<file path="src/rtl/sram_arbiter.sv">
// sram_arbiter: single-port SRAM access controller shared by the recorder
// (write) stream and the player (read) stream. Each granted request becomes
// one strobe sequence: access phase (WE_N or OE_N low for a fixed number of
// cycles) followed by a one-cycle recovery phase carrying the ack/valid pulse.
// Contention in idle is resolved round-robin via a last-grant register.
//
// Handshake: i_rec_req / i_play_req are levels sampled only in S_IDLE; the
// address (and write data) must stay stable while the request is high. A
// transaction completes with a one-cycle o_rec_ack / o_play_valid pulse in
// S_RECOVER; the requester drops its request in the following cycle, and a
// request still high in S_IDLE after that is served as a new transaction.
module sram_arbiter #(
  parameter int ADDR_W    = 20,
  parameter int DATA_W    = 16,
  parameter int WR_CYCLES = 2,
  parameter int RD_CYCLES = 2
) (
  input  logic              i_clk,
  input  logic              i_rst,
  input  logic              i_rec_req,
  input  logic [ADDR_W-1:0] i_rec_addr,
  input  logic [DATA_W-1:0] i_rec_data,
  output logic              o_rec_ack,
  input  logic              i_play_req,
  input  logic [ADDR_W-1:0] i_play_addr,
  output logic [DATA_W-1:0] o_play_data,
  output logic              o_play_valid,
  output logic [ADDR_W-1:0] o_sram_addr,
  output logic [DATA_W-1:0] o_sram_dq,
  output logic              o_sram_dq_en,
  input  logic [DATA_W-1:0] i_sram_dq,
  output logic              o_sram_ce_n,
  output logic              o_sram_we_n,
  output logic              o_sram_oe_n,
  output logic              o_sram_lb_n,
  output logic              o_sram_ub_n,
  output logic [1:0]        o_grant,
  output logic              o_busy,
  output logic [1:0]        o_dbg_state
);

  localparam int MAX_CYC = (WR_CYCLES > RD_CYCLES) ? WR_CYCLES : RD_CYCLES;
  localparam int CNT_W   = $clog2(MAX_CYC + 1);

  typedef enum logic [1:0] {
    S_IDLE    = 2'd0,
    S_WRITE   = 2'd1,
    S_READ    = 2'd2,
    S_RECOVER = 2'd3
  } state_t;

  state_t            state_q, state_d;
  logic [CNT_W-1:0]  cnt_q, cnt_d;
  // 1: last grant went to the recorder (also marks the current op as a write)
  logic              last_rec_q, last_rec_d;
  logic [ADDR_W-1:0] addr_q, addr_d;
  logic [DATA_W-1:0] dq_q, dq_d;
  logic [DATA_W-1:0] play_data_q, play_data_d;

  // State and datapath registers; reset drops any transaction in flight
  always_ff @(posedge i_clk) begin
    if (i_rst) begin
      state_q     <= S_IDLE;
      cnt_q       <= '0;
      last_rec_q  <= 1'b0;
      addr_q      <= '0;
      dq_q        <= '0;
      play_data_q <= '0;
    end else begin
      state_q     <= state_d;
      cnt_q       <= cnt_d;
      last_rec_q  <= last_rec_d;
      addr_q      <= addr_d;
      dq_q        <= dq_d;
      play_data_q <= play_data_d;
    end
  end

  // Next-state: round-robin grant in idle, fixed-length access, one recovery cycle
  always_comb begin
    state_d     = state_q;
    cnt_d       = cnt_q;
    last_rec_d  = last_rec_q;
    addr_d      = addr_q;
    dq_d        = dq_q;
    play_data_d = play_data_q;
    case (state_q)
      S_IDLE: begin
        cnt_d = '0;
        // On a tie the recorder wins only if the player was served last
        if (i_rec_req && (!i_play_req || !last_rec_q)) begin
          state_d    = S_WRITE;
          last_rec_d = 1'b1;
          addr_d     = i_rec_addr;
          dq_d       = i_rec_data;
        end else if (i_play_req) begin
          state_d    = S_READ;
          last_rec_d = 1'b0;
          addr_d     = i_play_addr;
        end
      end
      S_WRITE: begin
        if (cnt_q == CNT_W'(WR_CYCLES - 1)) begin
          state_d = S_RECOVER;
          cnt_d   = '0;
        end else begin
          cnt_d = cnt_q + CNT_W'(1);
        end
      end
      S_READ: begin
        if (cnt_q == CNT_W'(RD_CYCLES - 1)) begin
          state_d     = S_RECOVER;
          cnt_d       = '0;
          play_data_d = i_sram_dq;
        end else begin
          cnt_d = cnt_q + CNT_W'(1);
        end
      end
      S_RECOVER: begin
        state_d = S_IDLE;
      end
      default: begin
        state_d = S_IDLE;
      end
    endcase
  end

  // Strobes and status decoded from registered state only (no req-to-output path)
  always_comb begin
    o_sram_ce_n  = (state_q == S_IDLE);
    o_sram_lb_n  = (state_q == S_IDLE);
    o_sram_ub_n  = (state_q == S_IDLE);
    o_sram_we_n  = (state_q != S_WRITE);
    o_sram_oe_n  = (state_q != S_READ);
    // DQ stays driven through recovery after a write for data hold time
    o_sram_dq_en = (state_q == S_WRITE) || ((state_q == S_RECOVER) && last_rec_q);
    o_rec_ack    = (state_q == S_RECOVER) && last_rec_q;
    o_play_valid = (state_q == S_RECOVER) && !last_rec_q;
    o_busy       = (state_q != S_IDLE);
    o_grant      = 2'b00;
    if (state_q != S_IDLE) begin
      o_grant = last_rec_q ? 2'b01 : 2'b10;
    end
    o_sram_addr  = addr_q;
    o_sram_dq    = dq_q;
    o_play_data  = play_data_q;
    o_dbg_state  = state_q;
  end

endmodule

</file>
<file path="config.mk">
export PLATFORM = sky130hd
export DESIGN_NAME = sram_arbiter
export DESIGN_NICKNAME = d
export VERILOG_FILES = /design/src/rtl/sram_arbiter.sv
export SDC_FILE = /design/constraint.sdc
export NUM_CORES = 1
export LEC_CHECK = 0
export CAP_MARGIN = 30
export CORE_MARGIN = 1.5
export CORE_UTILIZATION = 41
export DETAILED_ROUTE_END_ITERATION = 8
export PLACE_DENSITY = 0.85
export RECOVER_POWER = 100
export SLEW_MARGIN = 30
export SYNTH_ARGS = -nofsm -noshare
export SYNTH_HDL_FRONTEND = slang
export SYNTH_SLANG_ARGS = --single-unit
</file>
<file path="constraint.sdc">
create_clock -name i_clk -period 4.05 [get_ports i_clk]
set_input_delay 0.81 -clock i_clk [delete_from_list [all_inputs] [get_ports i_clk]]
set_output_delay 0.81 -clock i_clk [all_outputs]
set_load 0.05 [all_outputs]
</file>
==> summary.md, run 1 <==
| Metric | Value |
|---|---|
| Most frequent cells in the layout | `nand2_1, clkdlybuf4s50_1, dlygate4sd3_1` |
| Slew margin rel. | `-22.5%` |
| Antenna cells | `0` |
| Clk Tree Root Cell | `clkbuf_8` |
| Clock slew at reported path FFs | `around 0.06 ns` |
| Clk buf depth | `2` |
| Reg power frac | `30.2%` |
| Cells after Synth | `between 200 and 300` |
| Final setup viols | `0` |
| Critical path arrival | `between 3 and 4 ns` |
| Initial core utilization | `a little over two fifths` |
| Avg Cell Area, Syn | `8.07 sq um` |
| Setup_tns | `0 ns` |
| Worst-Margin Slew | `approximately 1.8 ns` |
| Largest net degree at the start of global routing | `59` |
| DIE WIDTH | `79.7 um` |
| RSZ-0062 raised after global routing | `false` |
| Final Skew | `0.00653 ns` |
| Leakage | `roughly 1.6 nW` |
| First-pass GRT wire length | `approximately 11000 um` |
| Via count | `about 2.6k` |
| Initial antenna violation count | `0` |
| Number of global-route vias before repair | `around 2.4k` |
| Crit path capture type | `flop` |
| Max Slew Vio Count | `13` |
| Num CTS Buffers | `9` |
| Net Sw Power | `about 1.1 mW` |
| Critical-path maximum fanout | `27` |
| CTS H-Tree Depth | `3` |
| HP Start | `o_play_data[4]` |
| Syn_nets | `380` |
| Layout cells sized above 1 | `4.19%` |
| Worst setup startpoint | `i_rec_req` |
| Reg-to-Reg Start | `last_rec_q` |
| Final period util | `79.9%` |
| Logic pwr share | `52.3%` |
| Hpwl dp | `slightly above 5000 um` |
| Post_cts resized | `0` |
| Detailed-route DRC error count | `0` |
| Max-cap violations | `1` |
| Clock Power Share | `~18%` |
| Port buffer count | `140` |
| Synth warnings | `0` |
| TritonRoute pass-1 iters | `4` |
| Register area share after synthesis | `a little under half` |
| Fin area | `0.00395 sq mm` |
| CTS tree | `built` |
| Detailed Route WL | `between 7000 and 8000 um` |
| Synthesis-to-layout area growth | `63.6%` |
| Placed cell areas | `0.00379 sq mm` |
| Failing checks | `capacitance limit, slew limit` |
| Final Power | `2.43 mW` |
| CP required | `roughly 4.3 ns` |
| Tmin final | `roughly 3.2 ns` |
| Detail Route Antenna Nets | `0` |
| Skew-Pair Late Insertion Delay | `approximately 0.32 ns` |
| Fillers | `around 460` |
| Total grt overflow | `0` |
| Setup bufs post-CTS | `0` |
| Status | `finished, violations left` |
| Drt wl/cell | `14.5 um` |
| I/O pin count | `141` |
| Final Hold Viols | `0` |
| Sw Ratio | `46.2%` |
| Int Pwr | `roughly 1.3 mW` |
| Clk sinks | `57` |
| Critical path class | `in -> reg` |
| # rows | `27` |
| Netlist cell types | `30` |
| Min-Delay Path Class | `reg -> reg` |
| Vias/cell | `5.10` |
| DRT iter0 DRCs | `approximately 110` |
| Yosys reg bits | `57` |
| GRT Util Overall | `around 22%` |
| Placer congestion estimate | `~0.72` |
| Max VDD drop | `around 0.46 mV` |
| Mapped Area | `between 0.002 and 0.0025 sq mm` |
| F_max | `0.309 GHz` |
| Die height | `about 80 um` |
| Pwr per Cell Area | `between 600 and 700 mW/mm^2` |
| Core Region | `roughly 0.0056 sq mm` |
| Post-CTS Hold Fix Bufs | `0` |
| CP Launch Type | `input port` |
| Die area | `approximately 0.0064 sq mm` |
| Nets | `~500` |
through the flow:
step | hold WS, ns | worst slack (ns) | std cells | util [%]
after floorplan | 0.468 | 0.920 | 299 | -
after global routing | 0.466 | 0.646 | 502 | 70.4
final | 0.450 | 0.814 | 502 | 70.4
after global placement | 0.443 | 1.26 | 488 | 67.5
after detailed placement | 0.446 | 1.25 | 488 | 67.6
after CTS | 0.454 | 0.902 | 501 | 70.2
worst paths after layout:
check	end	slack, ns	depth (start not counted)
max reg2reg	o_sram_addr[12]	1.57	4
min	o_play_data[4]	0.45	2
min reg2reg	o_play_data[4]	0.45	2
max	o_sram_addr[12]	0.81	5
power by group through the flow:
| stage | clock network (mW) | registers (mW) | logic, mW |
|---|---|---|---|
| floorplan | 0 | 1.09 | 0.545 |
| global placement | 0 | 0.744 | 1.29 |
| detailed placement | 0 | 0.750 | 1.32 |
| CTS | 0.434 | 0.738 | 1.32 |
| global route | 0.458 | 0.748 | 1.35 |
| finish | 0.425 | 0.732 | 1.27 |
per-layer routing:
| layer | global-route usage, % | up-vias | part of all wire [%] |
|---|---|---|---|
| met2 | 37.6 | 107 | 51 |
| met3 | 6.06 | 13 | 8.1 |
| met1 | 25.9 | 1159 | 39 |
| met5 | 0 | - | 0 |
| li1 | - | 1280 | - |
| met4 | 11.6 | 0 | 2.4 |
registers in the layout (all words and copies together), names as in the netlist:
signal / flops
o_sram_dq: 16
cnt_q: 2
o_play_data: 16
o_dbg_state: 2
last_rec_q: 1
o_sram_addr: 20
final cells by class:
type | count | area [sq um] | share of cell area [%]
clock buffers | 12 | 145 | 3.68
clock inverters | 1 | 5.00 | 0.127
inverters | 6 | 22.5 | 0.570
multi-input cells | 210 | 1100 | 27.8
flip-flops and latches | 57 | 1140 | 28.9
well taps | 72 | 90.1 | 2.28
repair buffers | 144 | 1450 | 36.7
logic make-up (layout without fill, tap and decap cells):
family                   count (synthesis)  in the layout  synth area share, %
flip-flops                              57             57                 47.3
buffers and inverters                   32            163                 6.89
multiplexers                             2              2                0.829
AND/OR/NAND/NOR                        124            124                 21.6
adder cells (fa/ha/maj)                  5              5                 2.59
AO/OA/AOI/OAI                           79             79                 20.8
worst max-delay path, stage by stage:
cell           delay, ns
dlygate4sd3_1       0.61
a21boi_0            1.41
buf_16              0.26
nand2_1             0.07
a311oi_1            0.29
synthesized netlist by cell type:
cell | number | share of area [%]
clkbuf_2 | 2 | 0.41
buf_2 | 5 | 1.0
o21a_1 | 1 | 0.31
a21bo_1 | 1 | 0.41
a21boi_2 | 1 | 0.47
nor3b_1 | 2 | 0.62
nand2_1 | 73 | 11
a22oi_1 | 1 | 0.31
nor2_1 | 24 | 3.7
nand2b_1 | 2 | 0.52
buf_4 | 4 | 1.2
and2_1 | 1 | 0.26
a311oi_2 | 1 | 0.62
a311o_1 | 1 | 0.41
a311oi_1 | 19 | 6.9
nand3b_1 | 1 | 0.31
ha_1 | 5 | 2.6
nor4b_1 | 1 | 0.36
o21ai_0 | 17 | 3.5
buf_6 | 3 | 1.4
a211o_1 | 1 | 0.36
dfxtp_1 | 57 | 47
and3b_1 | 1 | 0.36
nand3_1 | 16 | 3.3
a21oi_1 | 36 | 7.5
mux2i_1 | 2 | 0.83
inv_1 | 6 | 0.93
clkbuf_1 | 12 | 1.9
nor2b_1 | 2 | 0.52
or2_2 | 1 | 0.26
Power figures use the tool's default switching activity.
==> run 2, diff against run 1 <==
Settings changed: CORE_UTILIZATION 41 to 38, PLACE_DENSITY 0.85 to 0.8.
Clock period 4.05 ns to 3 ns, I/O delays scaled along.
==> run 2 against run 1 <==
Against the previous run:
- the flow now finishes without violations
- critical endpoint is now o_sram_dq_en
- sequential power up 35%
- clock skew is essentially flat
- sequential share of layout area is 0.17 points lower
- cell count is 1.4% higher
- non-clock buffer count up 2
- clock power rose by 68%
- largest cell class unchanged
==> summary.md, run 2 (same netlist as run 1, synthesis figures left out) <==
| Metric | Value |
|---|---|
| Buf/Inv on CP | `1` |
| Most frequent cells in the layout | `nand2_1, clkdlybuf4s50_1, dlygate4sd3_1` |
| Max VDD drop | `0.601 mV` |
| Max-cap violations | `0` |
| Clock slew at reported path FFs | `approximately 0.060 ns` |
| Post_cts resized | `0` |
| Nets | `approximately 510` |
| CP required | `around 2.4 ns` |
| Crit-path max cell delay | `0.77 ns` |
| # rows | `28` |
| GRT Util Overall | `a little over a fifth` |
| Initial core utilization | `40.1%` |
| CTS H-Tree Depth | `3` |
| DIE WIDTH | `slightly above 80 um` |
| Num CTS Buffers | `9` |
| Crit path capture type | `output pin` |
| Leakage | `around 1.6 nW` |
| First-pass GRT wire length | `between 10000 and 15000 um` |
| Die height | `roughly 83 um` |
| Max Slew Vio Count | `0` |
| RSZ-0062 raised after global routing | `false` |
| Layout cells sized above 1 | `5.53%` |
| I/O pin count | `approximately 140` |
| CP top delay family | `buffers and inverters` |
| Critical path arrival | `2.14 ns` |
| Vias/cell | `~5` |
| Number of global-route vias before repair | `roughly 2.4k` |
| Fin area | `approximately 0.0040 sq mm` |
| Port buffer count | `140` |
| Flop-to-flop setup slack | `a little under 0.8 ns` |
| Antenna cells | `0` |
| Detailed-route DRC error count | `0` |
| Critical path class | `reg -> out` |
| Worst-Margin Slew | `roughly 1.1 ns` |
| Largest net degree at the start of global routing | `41` |
| Clk Tree Root Cell | `clkbuf_8` |
| Slowest CP cell | `dlygate4sd3_1` |
| Clk buf depth | `2` |
| Pwr per Cell Area | `about 850 mW/mm^2` |
| Via count | `2552` |
| Skew-Pair Late Insertion Delay | `~0.33 ns` |
| Reg-to-Reg Start | `last_rec_q` |
| Synthesis-to-layout area growth | `64.6%` |
| F_max | `0.365 GHz` |
| Status | `finished clean` |
| Placed cell areas | `0.00380 sq mm` |
| Slew margin rel. | `a little over a quarter` |
| HP Start | `o_play_data[2]` |
| Crit path cell chain | `ha_1 > and2_1 > or2_2 > dlygate4sd3_1` |
| CTS tree | `built` |
| Fin cells | `~500` |
| Detail Route Antenna Nets | `0` |
| Critical-path maximum fanout | `5` |
| Min-Delay Path Class | `reg -> reg` |
| Tmin final | `~2.7 ns` |
| Setup_tns | `0 ns` |
| Worst setup startpoint | `o_dbg_state[0]` |
| Clk sinks | `57` |
| Largest register FFs | `20` |
| Die area | `~0.007 sq mm` |
| DRT iter0 DRCs | `65` |
| DP Cell Count | `roughly 490` |
| Total grt overflow | `0` |
| Final Hold Viols | `0` |
| Setup bufs post-CTS | `0` |
| CP Launch Type | `flop` |
| Drt wl/cell | `about 14 um` |
| Final period util | `between 90% and 100%` |
| Detailed Route WL | `~7100 um` |
| Core Region | `roughly 0.006 sq mm` |
| Post-CTS Hold Fix Bufs | `0` |
| Initial antenna violation count | `0` |
| Final setup viols | `0` |
| Final Skew | `0.00669 ns` |
| Placer congestion estimate | `about 0.75` |
| TritonRoute pass-1 iters | `4` |
| Hpwl dp | `~5000 um` |
-- run 2: cell count changes in the layout (fill, tap and decap cells not counted), sizes merged --
cell         delta
buf             +1
bufinv          +1
clkbuf          +5
clkinv          +1
dlygate4sd3     -4
-- run 2: routing by layer --
metal	GRT usage, %	share of wire (%)	vias up
li1	-	-	1289
met1	23.5	42	1163
met2	36.6	49	91
met3	6.59	8.2	9
met4	9.17	1.2	0
met5	0	0	-
-- run 2: area by class of cell --
cell class,instances,area [sq um]
fill,531,2050
timing repair buffer,146,1410
sequential,57,1140
multi-input combinational,210,1110
clock buffer,12,155
tap,75,93.8
clock inverter,3,40.0
inverter,6,22.5
-- run 2: per-stage QoR --
stage | hold WS (ns) | worst slack, ns | power, mW | utilization, %
detailed placement | 0.446 | 0.600 | 2.77 | 63.1
global placement | 0.442 | 0.604 | 2.74 | 63.1
floorplan | 0.468 | 0.0802 | 2.21 | -
finish | 0.451 | 0.257 | 3.37 | 65.9
CTS | 0.455 | 0.281 | 3.48 | 66.3
global route | 0.479 | 0.134 | 3.56 | 65.9
-- run 2: power breakdown --
part,internal (mW),switching [mW]
registers,0.905,0.0831
clock network,0.422,0.293
logic,0.513,1.15
total,1.84,1.53
-- run 2: path summary, 6_finish.rpt --
path / endpoint / depth (start not counted)
max: o_sram_dq_en / 4
min: o_play_data[2] / 2
max reg2reg: o_dbg_state[1] / 4
min reg2reg: o_play_data[2] / 2
-- run 2: worst min-delay path, delay by kind of cell (launching register included) --
kind            cells  cell delay [ns]
compound gates      1             0.05
simple gates        1             0.05
flops               1             0.31
